<file path="src/rtl/ratio_accumulator.sv">
// ratio_accumulator
//   Feeds the 16-bit iterative divider in the lock datapath. Box-car averages
//   a signed error channel (A) and an unsigned normalisation channel (B) over
//   2^log2_n samples. Each completed window launches one divide with
//   numerator = mean A and denominator = mean B. The quotient is captured
//   into a held result register.
//
// Ports
//   clk          system clock, all logic on the rising edge
//   rst          asynchronous, active-high reset
//   sample_valid one-cycle strobe, ch_a/ch_b valid this cycle
//   ch_a         signed 16-bit numerator sample
//   ch_b         unsigned 16-bit denominator sample
//   log2_n       window length exponent, latched at each window start
//   shift_cfg    divider mode/shift, latched with each launch
//   div_once     one-cycle divider start pulse
//   div_in0      numerator operand (signed mean A), held while busy
//   div_in1      denominator operand (unsigned mean B), held while busy
//   div_shift    divider shift, held while busy
//   div_done     one-cycle divider completion pulse
//   div_out      divider quotient, valid with div_done
//   result       last captured quotient
//   result_valid one-cycle pulse, the cycle after an accepted div_done
//   overrun      one-cycle pulse, a window closed while the divider was busy
//   div_zero     one-cycle pulse, mean B was zero so the launch was skipped

module ratio_accumulator #(
  parameter int ACC_W = 32
) (
  input  logic        clk,
  input  logic        rst,
  input  logic        sample_valid,
  input  logic [15:0] ch_a,
  input  logic [15:0] ch_b,
  input  logic [3:0]  log2_n,
  input  logic [3:0]  shift_cfg,
  output logic        div_once,
  output logic [15:0] div_in0,
  output logic [15:0] div_in1,
  output logic [3:0]  div_shift,
  input  logic        div_done,
  input  logic [15:0] div_out,
  output logic [15:0] result,
  output logic        result_valid,
  output logic        overrun,
  output logic        div_zero
);

  typedef enum logic [1:0] {
    IDLE = 2'd0,
    BUSY = 2'd1,
    DONE = 2'd2
  } state_t;

  state_t state;
  state_t state_next;

  logic signed [ACC_W-1:0] acc_a;
  logic        [ACC_W-1:0] acc_b;
  logic        [14:0]      cnt;
  logic        [3:0]       win_log2;

  logic        [3:0]       eff_log2;
  logic        [14:0]      last_idx;
  logic                    win_close;
  logic signed [ACC_W-1:0] sum_a;
  logic        [ACC_W-1:0] sum_b;
  logic        [15:0]      mean_a;
  logic        [15:0]      mean_b;
  logic                    mean_ok;

  logic        launch_new;
  logic        launch_pend;
  logic        zero_now;
  logic        overrun_now;
  logic        capture_now;
  logic        pend_set;

  logic        pend;
  logic [15:0] pend_a;
  logic [15:0] pend_b;

  // The first sample of a window uses the live log2_n, since that is the
  // value being latched for the window; later samples use the latched copy.
  assign eff_log2  = (cnt == 15'd0) ? log2_n : win_log2;
  assign last_idx  = 15'((16'd1 << eff_log2) - 16'd1);
  assign win_close = sample_valid && (cnt == last_idx);

  // Sums include the current sample so the closing sample counts toward the
  // means. The means are taken in the same cycle and registered by the
  // launch logic, so the accumulators can clear at once and a strobe on the
  // very next cycle starts the new window without losing a sample.
  assign sum_a   = acc_a + {{(ACC_W-16){ch_a[15]}}, ch_a};
  assign sum_b   = acc_b + {{(ACC_W-16){1'b0}}, ch_b};
  assign mean_a  = 16'(sum_a >>> eff_log2);
  assign mean_b  = 16'(sum_b >> eff_log2);
  assign mean_ok = (mean_b != 16'd0);

  // Window accumulation. The divider never stalls this path.
  always_ff @(posedge clk or posedge rst) begin
    if (rst) begin
      acc_a    <= '0;
      acc_b    <= '0;
      cnt      <= '0;
      win_log2 <= '0;
    end else if (sample_valid) begin
      if (cnt == 15'd0) begin
        win_log2 <= log2_n;
      end
      if (win_close) begin
        acc_a <= '0;
        acc_b <= '0;
        cnt   <= '0;
      end else begin
        acc_a <= sum_a;
        acc_b <= sum_b;
        cnt   <= cnt + 15'd1;
      end
    end
  end

  // Divider handshake state register.
  always_ff @(posedge clk or posedge rst) begin
    if (rst) begin
      state <= IDLE;
    end else begin
      state <= state_next;
    end
  end

  // Next state. A pending launch always goes straight to BUSY.
  always_comb begin
    state_next = state;
    case (state)
      IDLE: begin
        if (pend || (win_close && mean_ok)) begin
          state_next = BUSY;
        end
      end
      BUSY: begin
        if (div_done) begin
          state_next = DONE;
        end
      end
      DONE: begin
        state_next = pend ? BUSY : IDLE;
      end
      default: state_next = IDLE;
    endcase
  end

  // Per-cycle decisions. A close that arrives while the divider cannot take
  // a new operand set this cycle or next is deferred through the pending
  // flag. That happens when the close lands in DONE or together with
  // div_done. Any other close that finds the divider committed is an overrun.
  always_comb begin
    launch_new   = 1'b0;
    launch_pend  = 1'b0;
    zero_now     = 1'b0;
    overrun_now  = 1'b0;
    capture_now  = 1'b0;
    pend_set     = 1'b0;
    result_valid = 1'b0;
    case (state)
      IDLE: begin
        if (pend) begin
          launch_pend = 1'b1;
          overrun_now = win_close;
        end else if (win_close) begin
          launch_new = mean_ok;
          zero_now   = !mean_ok;
        end
      end
      BUSY: begin
        if (div_done) begin
          capture_now = 1'b1;
          if (win_close) begin
            pend_set = mean_ok;
            zero_now = !mean_ok;
          end
        end else begin
          overrun_now = win_close;
        end
      end
      DONE: begin
        result_valid = 1'b1;
        if (pend) begin
          launch_pend = 1'b1;
          overrun_now = win_close;
        end else if (win_close) begin
          pend_set = mean_ok;
          zero_now = !mean_ok;
        end
      end
      default: begin
      end
    endcase
  end

  // Registered pulses, operands, captured quotient and the pending launch.
  always_ff @(posedge clk or posedge rst) begin
    if (rst) begin
      div_once  <= 1'b0;
      div_zero  <= 1'b0;
      overrun   <= 1'b0;
      div_in0   <= '0;
      div_in1   <= '0;
      div_shift <= '0;
      result    <= '0;
      pend      <= 1'b0;
      pend_a    <= '0;
      pend_b    <= '0;
    end else begin
      div_once <= launch_new | launch_pend;
      div_zero <= zero_now;
      overrun  <= overrun_now;
      if (launch_new) begin
        div_in0   <= mean_a;
        div_in1   <= mean_b;
        div_shift <= shift_cfg;
      end else if (launch_pend) begin
        div_in0   <= pend_a;
        div_in1   <= pend_b;
        div_shift <= shift_cfg;
      end
      if (capture_now) begin
        result <= div_out;
      end
      if (pend_set) begin
        pend   <= 1'b1;
        pend_a <= mean_a;
        pend_b <= mean_b;
      end else if (launch_pend) begin
        pend <= 1'b0;
      end
    end
  end

endmodule

</file>
<file path="config.mk">
export PLATFORM = sky130hd
export DESIGN_NAME = ratio_accumulator
export DESIGN_NICKNAME = d
export VERILOG_FILES = /design/src/rtl/ratio_accumulator.sv
export SDC_FILE = /design/constraint.sdc
export NUM_CORES = 1
export LEC_CHECK = 0
export BUFFER_PORTS_ARGS = -buffer_cell sky130_fd_sc_hd__buf_2
export CORE_MARGIN = 2
export CORE_UTILIZATION = 45
export DETAILED_ROUTE_END_ITERATION = 7
export GPL_TIMING_DRIVEN = 0
export PLACE_DENSITY = 0.67
export SLEW_MARGIN = 10
export SYNTH_ARGS = -nofsm -noshare
export SYNTH_HDL_FRONTEND = slang
export SYNTH_SLANG_ARGS = --single-unit
</file>
<file path="constraint.sdc">
create_clock -name clk -period 6.1 [get_ports clk]
set_clock_uncertainty 0.15 [all_clocks]
set_input_delay 0.61 -clock clk [delete_from_list [all_inputs] [get_ports clk]]
set_output_delay 0.61 -clock clk [all_outputs]
set_load 0.005 [all_outputs]
</file>
* Word level (Yosys, flattened, before mapping)
Index checks and enable logic that the tools add are counted.
** Storage, ports and cells
- Word-level logic and storage cells :: 72
- Memory bits (read-only) :: 0
- Register bits :: 173
- Latch bits :: 0
- Memory bits (writable) :: 0
- Memories :: 0
- Input bits :: 60
** Operators by class
- Magnitude comparators :: 0
- Reduce and logical (&&, ||, !) cells :: 11
- Shifts and indexed selects :: 3
- Muxes and demuxes :: 33
- Bitwise gates (word level) :: 1
- $add $sub $neg :: 4
- Multipliers :: 0
- Divide/modulo/power cells :: 0
- Eq/ne operators :: 5
** Operator list (count)
- 2-to-1 mux 16 bit :: 4
- 2-to-1 mux 32 bit :: 2
- adder 32 x 16 -> 32 bit :: 1
- adder 32 bit :: 1
- right shift 32 x 4 -> 16 bit :: 1
- >>> shifter 32 x 4 -> 16 bit :: 1
- 2-to-1 mux 1 bit :: 17
- nonzero test 16 bit :: 1
- adder 15 x 1 -> 15 bit (second input constant) :: 1
- == test 15 bit :: 1
- zero test 15 bit :: 1
- 2-to-1 mux 15 bit :: 1
- << shifter 1 x 4 -> 15 bit (first input constant) :: 1
- subtractor 15 x 1 -> 15 bit (second input constant) :: 1
- 2-to-1 mux 4 bit :: 3
- one-hot mux 1 bit (2 select lines) :: 3
- one-hot mux 2 bit (3 select lines) :: 1
- 2-to-1 mux 2 bit :: 2
- != test 2 bit (second input constant) :: 2
- nonzero test 2 bit :: 2
- == test 2 x 1 -> 1 bit (second input constant) :: 1
- == test 2 bit (second input constant) :: 1
- logical AND 1 bit :: 2
- zero test 2 bit :: 1
- other kinds (5) :: 5

* Depth between registers and ports, before layout
- Word-level depth :: 10
- Depth in mapped cells :: 23
- Depth with buffers taken out :: 19

* Worst setup path before layout
No wires, ideal clock.
- Path kind :: input to register
- From :: input port ch_b[0]
- To :: register div_in1[11]
- Stages on the path :: 16
- Data arrival time :: 4824 ps
- Slack :: 998 ps
- Data required time :: 5822 ps
- Path through :: ha_1 -> inv_1 -> fa_1 -> nand2b_1 -> a21oi_1 -> o22ai_1 -> xor2_1 -> mux2_2 -> a32oi_1 -> a2111oi_2 -> nor3_1 -> or4b_1 -> or4_4 -> o41ai_4 -> buf_6 -> mux2_1
** Between the ends
- Cells in the longest elaborated chain, start to end :: 7
- Elaborated cells between the ends (all ways) :: 8
** Ends and longest elaborated chain
- start, declared :: RTL line 34 : input logic [15:0] ch_b,
- adder 32 x 16 -> 32 bit (*) :: RTL line 94 : assign sum_b = acc_b + {{(ACC_W-16){1'b0}}, ch_b};
- right shift 32 x 4 -> 16 bit (*) :: RTL line 96 : assign mean_b = 16'(sum_b >> eff_log2);
- nonzero test 16 bit :: RTL line 97 : assign mean_ok = (mean_b != 16'd0);
- 2-to-1 mux 1 bit :: RTL line 169 : end else if (win_close) begin
- 2-to-1 mux 1 bit :: RTL line 166 : if (pend) begin
- 2-to-1 mux 1 bit :: RTL line 164 : case (state)
- 2-to-1 mux 16 bit / nonzero test 2 bit (equally long branches)
- end signal, assigned :: RTL line 219 : div_in1 <= mean_b;
- end signal, assigned :: RTL line 223 : div_in1 <= pend_b;
- end, declared :: RTL line 39 : output logic [15:0] div_in1,
Mark *: on every way between the ends. The rest lies on a longest branch, timed or not.
A chain may end at the register's enable or synchronous reset.

* Worst setup path in the final report
- From :: register cnt[0]
- To :: register acc_b[25]
** Between the ends
- Cells in the longest elaborated chain, start to end :: 7
** Ends and longest elaborated chain
- start, declared :: RTL line 60 : logic [14:0] cnt;
- start signal, assigned :: RTL line 117 : cnt <= cnt + 15'd1;
- zero test 15 bit :: RTL line 85 : assign eff_log2 = (cnt == 15'd0) ? log2_n : win_log2;
- 2-to-1 mux 4 bit
- << shifter 1 x 4 -> 15 bit :: RTL line 86 : assign last_idx = 15'((16'd1 << eff_log2) - 16'd1);
- subtractor 15 x 1 -> 15 bit :: RTL line 86
- == test 15 bit (*) :: RTL line 87 : assign win_close = sample_valid && (cnt == last_idx);
- logical AND 1 bit (*) :: RTL line 87
- 2-to-1 mux 32 bit (*) :: RTL line 110 : if (win_close) begin
- end signal, assigned :: RTL line 116 : acc_b <= sum_b;
- end, declared :: RTL line 59 : logic [ACC_W-1:0] acc_b;
Marked as above.

==> summary.md <==
| Metric | Value |
|---|---|
| Post-route DRC violation count | `0` |
| Routed WL per cell | `slightly above 20 µm` |
| Mapped Area | `13,590 µm²` |
| Post-synth cell types | `89` |
| Diodes inserted | `0` |
| Setup Slack @ Placement | `-542.2 ps` |
| Clock tree root driver cell | `clkbuf_16` |
| Leak | `about 7.2 nW` |
| Number of I/O port buffers | `115` |
| Layout Cells excl Fill | `between 2,000 and 2,500` |
| Synth Instances | `1,654` |
| Pwr per Cell Area | `576.5 nW/µm²` |
| CP most frequent cell | `o21ai_0` |
| Clk slew on worst S/H paths | `80 ps` |
| Site Rows | `63` |
| Tcrit/Tclk final | `95.49%` |
| Finished Cell Area | `between 15,000 and 20,000 µm²` |
| Avg Inst Size Synth | `a little over 8 µm²` |
| Drt initial violations | `1,334` |
| Post-synth top flop | `dfrtp_1` |
| Fill cell count | `approximately 2,800` |
| Clk sinks | `171` |
| Max_cap viols | `0` |
| Register area share after synthesis | `a little under a third` |
| Cts bufs inserted | `17` |
| FF-to-FF path depth | `20` |
| Worst setup startpoint | `cnt[0]` |
| Die Y | `177.8 µm` |
| Final hold vios | `0` |
| Max-slew violation count | `0` |
| FF/Latch Area | `4279 µm²` |
| Post-synthesis register bit count | `about 170` |
| Least-Margin Pin Slew | `971.3 ps` |
| Vias | `13,305` |
| Placed cell areas | `~15,000 µm²` |
| Post-synth EDFFs | `0` |
| Final min period | `between 5000 and 6000 ps` |
| DR pass1 iterations | `6` |
| Final Routed Wirelength | `44.42 mm` |
| Worst min-delay path class | `in2async` |
| H-tree depth | `4` |
| RSZ-0062 raised after global routing | `false` |
| Worst EP required | `6280 ps` |
| Max Fclk | `171.7 MHz` |
| Critical path buffers and inverters | `6` |
| DIE AREA | `around 32,000 µm²` |
| Max Root-Sink Buffers | `2` |
| Overall Global Routing Usage | `28.22%` |
| Worst path cell trace | `inv_1 > ha_1 > nor4b_4 > nand4_2 > buf_6 > mux2_4 > buf_6 > nor2_4 > nand2_1 > ha_1 > clkbuf_1 > o21ai_0 > o21ai_0 > xor2_1 > or4_1 > or3_1 > clkbuf_1 > nand2_1 > clkbuf_2 > o21ai_0` |
| Antenna Nets Post-Route | `0` |
| Peak supply drop | `315.9 µV` |
| Final worst slack | `275.3 ps` |
| Setup CP Type | `reg2reg` |
| Ports | `116` |
| Worst rel slew slack | `between 30% and 40%` |
| Die Width | `177.8 µm` |
| Synth async-reset ratio | `100.0%` |
| WP depth | `20` |
| CP Capture Type | `flip-flop` |
| Area taken by multi-input logic gates | `8517 µm²` |
| Yosys warnings | `0` |
| Nets | `around 1,900` |
| Grt ovf | `0` |
| Pin count of the biggest net entering global routing | `113` |
| Area delta synth->final | `12.88%` |
| Vias in the first global route | `12,627` |
| Critical R2R Capture | `acc_b[25]` |
| Initial antenna violation count | `0` |
| CP Capture Point | `acc_b[25]` |
| Share of layout cells above drive strength 1 | `13.93%` |
| Internal reg-to-reg setup slack | `280 ps` |
| TNS Setup | `0 ps` |
| Vias per std cell | `6.070` |
| Crit path max fanout | `10` |
| Post-DP HPWL | `33.63 mm` |
| Outcome | `finished, final reports clean` |
| Cells after DPL | `2,160` |
| Crit-path leading delay family | `simple AND/OR/NAND/NOR gates` |
| Initial Util | `45.73%` |
| CTS tree | `done` |
| GP Congestion | `0.9821` |
| Final setup fails | `0` |
| Slowest-stage cell, CP | `or4_1` |
| Clock Latency Late Sink | `470 ps` |
| Arr. time, crit path | `6000 ps` |
| Startpoint type of the worst setup path | `flip-flop` |
| CP peak stage delay | `610 ps` |
| Core Region | `29,720 µm²` |
| FF-to-FF Start | `cnt[0]` |
| Synthesized Nets | `1,769` |
| First-pass GRT wire length | `69.48 mm` |
## state kept, by name (all words and copies together) (netlist names)
register / count
acc_a: 31
win_log2: 4
pend_a: 16
div_in0: 16
div_zero: 1
state: 2
div_shift: 4
div_once: 1
acc_b: 31
result: 16
pend: 1
cnt: 15
overrun: 1
div_in1: 16
pend_b: 16
## final cells by class
cell class                      count  share of cell area (%)
Timing Repair Buffer              117                   3.980
Buffer                            105                   3.328
Clock inverter                     15                   1.248
Sequential cell                   171                   27.89
Inverter                           83                   2.080
Tap cell                          390                   3.181
Multi-Input combinational cell   1294                   55.52
Clock buffer                       17                   2.773
## cell usage after synthesis, types with 24 or more instances
library cell  number  area (µm²)
nor2_1           172       645.6
a21oi_1          137       685.7
dfrtp_1          171        4279
clkbuf_1          60       225.2
ha_1              53       663.1
o21ai_0          114       570.6
nand3_1           61       305.3
mux2_2            30       337.8
o211ai_1          24       180.2
nand2_1          177       664.4
xnor2_1           33       289.0
inv_1             83       311.6
mux2i_1           84       840.8
xor2_1            31       271.5
nor3_1            33       165.2
## how the worst min path moves through the flow
stage               startpoint         end  slack (ps)  cells past startpoint
finish                     rst  div_in0[0]          20                      2
global route               rst  div_in0[0]          50                      2
CTS                        rst  div_in0[0]          40                      2
detailed placement   pend_b[9]   pend_b[9]         330                      1
global placement     pend_b[9]   pend_b[9]         320                      1
floorplan             acc_b[6]    acc_b[6]         310                      2
## where the power goes
group          internal (mW)  switching [mW]  total [mW]
Combinational           2.12            4.01        6.14
Clock                  0.560           0.572        1.13
Sequential              1.40           0.179        1.57
Total                   4.08            4.76        8.84
## layout by cell type (no fill, tap or decap), types with 8 or more instances in the layout
cell and instances:
a31oi_1 13, o211a_1 9, ha_1 53, or3_1 13, a22o_1 12, o21a_1 11, inv_1 82, dfrtp_1 171
o211ai_1 24, mux2i_1 84, nand4_1 14, o21ai_0 114, buf_4 8, a221oi_1 8, mux2_2 30, nand2_1 177
nand3_1 61, a21oi_1 137, buf_1 15, o31ai_1 20, buf_6 9, nand2b_1 13, nor2_1 170, mux2_1 9
nor2b_1 8, clkbuf_1 56, a211oi_1 21, o22ai_1 16, xnor2_1 33, a21o_1 21, clkbuf_16 17, buf_2 130
nor3_1 33, xor2_1 30
## layer usage
metal / track usage (%) / wire, µm / share of wire (%)
met1: 37.54 / 19430 / 44
met2: 46.40 / 20870 / 47
met3: 4.306 / 2717 / 6.1
met4: 10.28 / 1397 / 3.1
met5: 0 / 0 / 0
## repair_timing
| action | CTS | global route |
|---|---|---|
| pin swaps | 0 | 2 |
| hold buffers | 0 | 0 |
| endpoints found under the setup margin | 38 | 108 |
| resized for setup | 4 | 6 |
| setup buffers | 0 | 1 |
| gates cloned | 0 | 0 |
## cells by family after synthesis
| logic type | Yosys count | share of synthesized area, % |
|---|---|---|
| buffers and inverters | 189 | 6.049 |
| DFF | 171 | 31.49 |
| AOI/OAI and AO/OA | 496 | 23.73 |
| and+or+nand+nor | 545 | 18.65 |
| xor gates and xnor gates | 64 | 4.124 |
| adders and majority gates | 55 | 5.174 |
| muxes | 134 | 10.78 |
## through the flow
stage	power, mW	utilization, %	hold slack, ps
6_report	8.844	51.62	15.80
5_1_grt	9.473	51.62	48.72
4_1_cts	8.717	51.54	36.09
3_5_place_dp	7.551	49.43	328.7
3_3_place_gp	7.491	49.31	320.4
2_1_floorplan	5.865	-	305.7
Power figures use the tool's default switching activity.
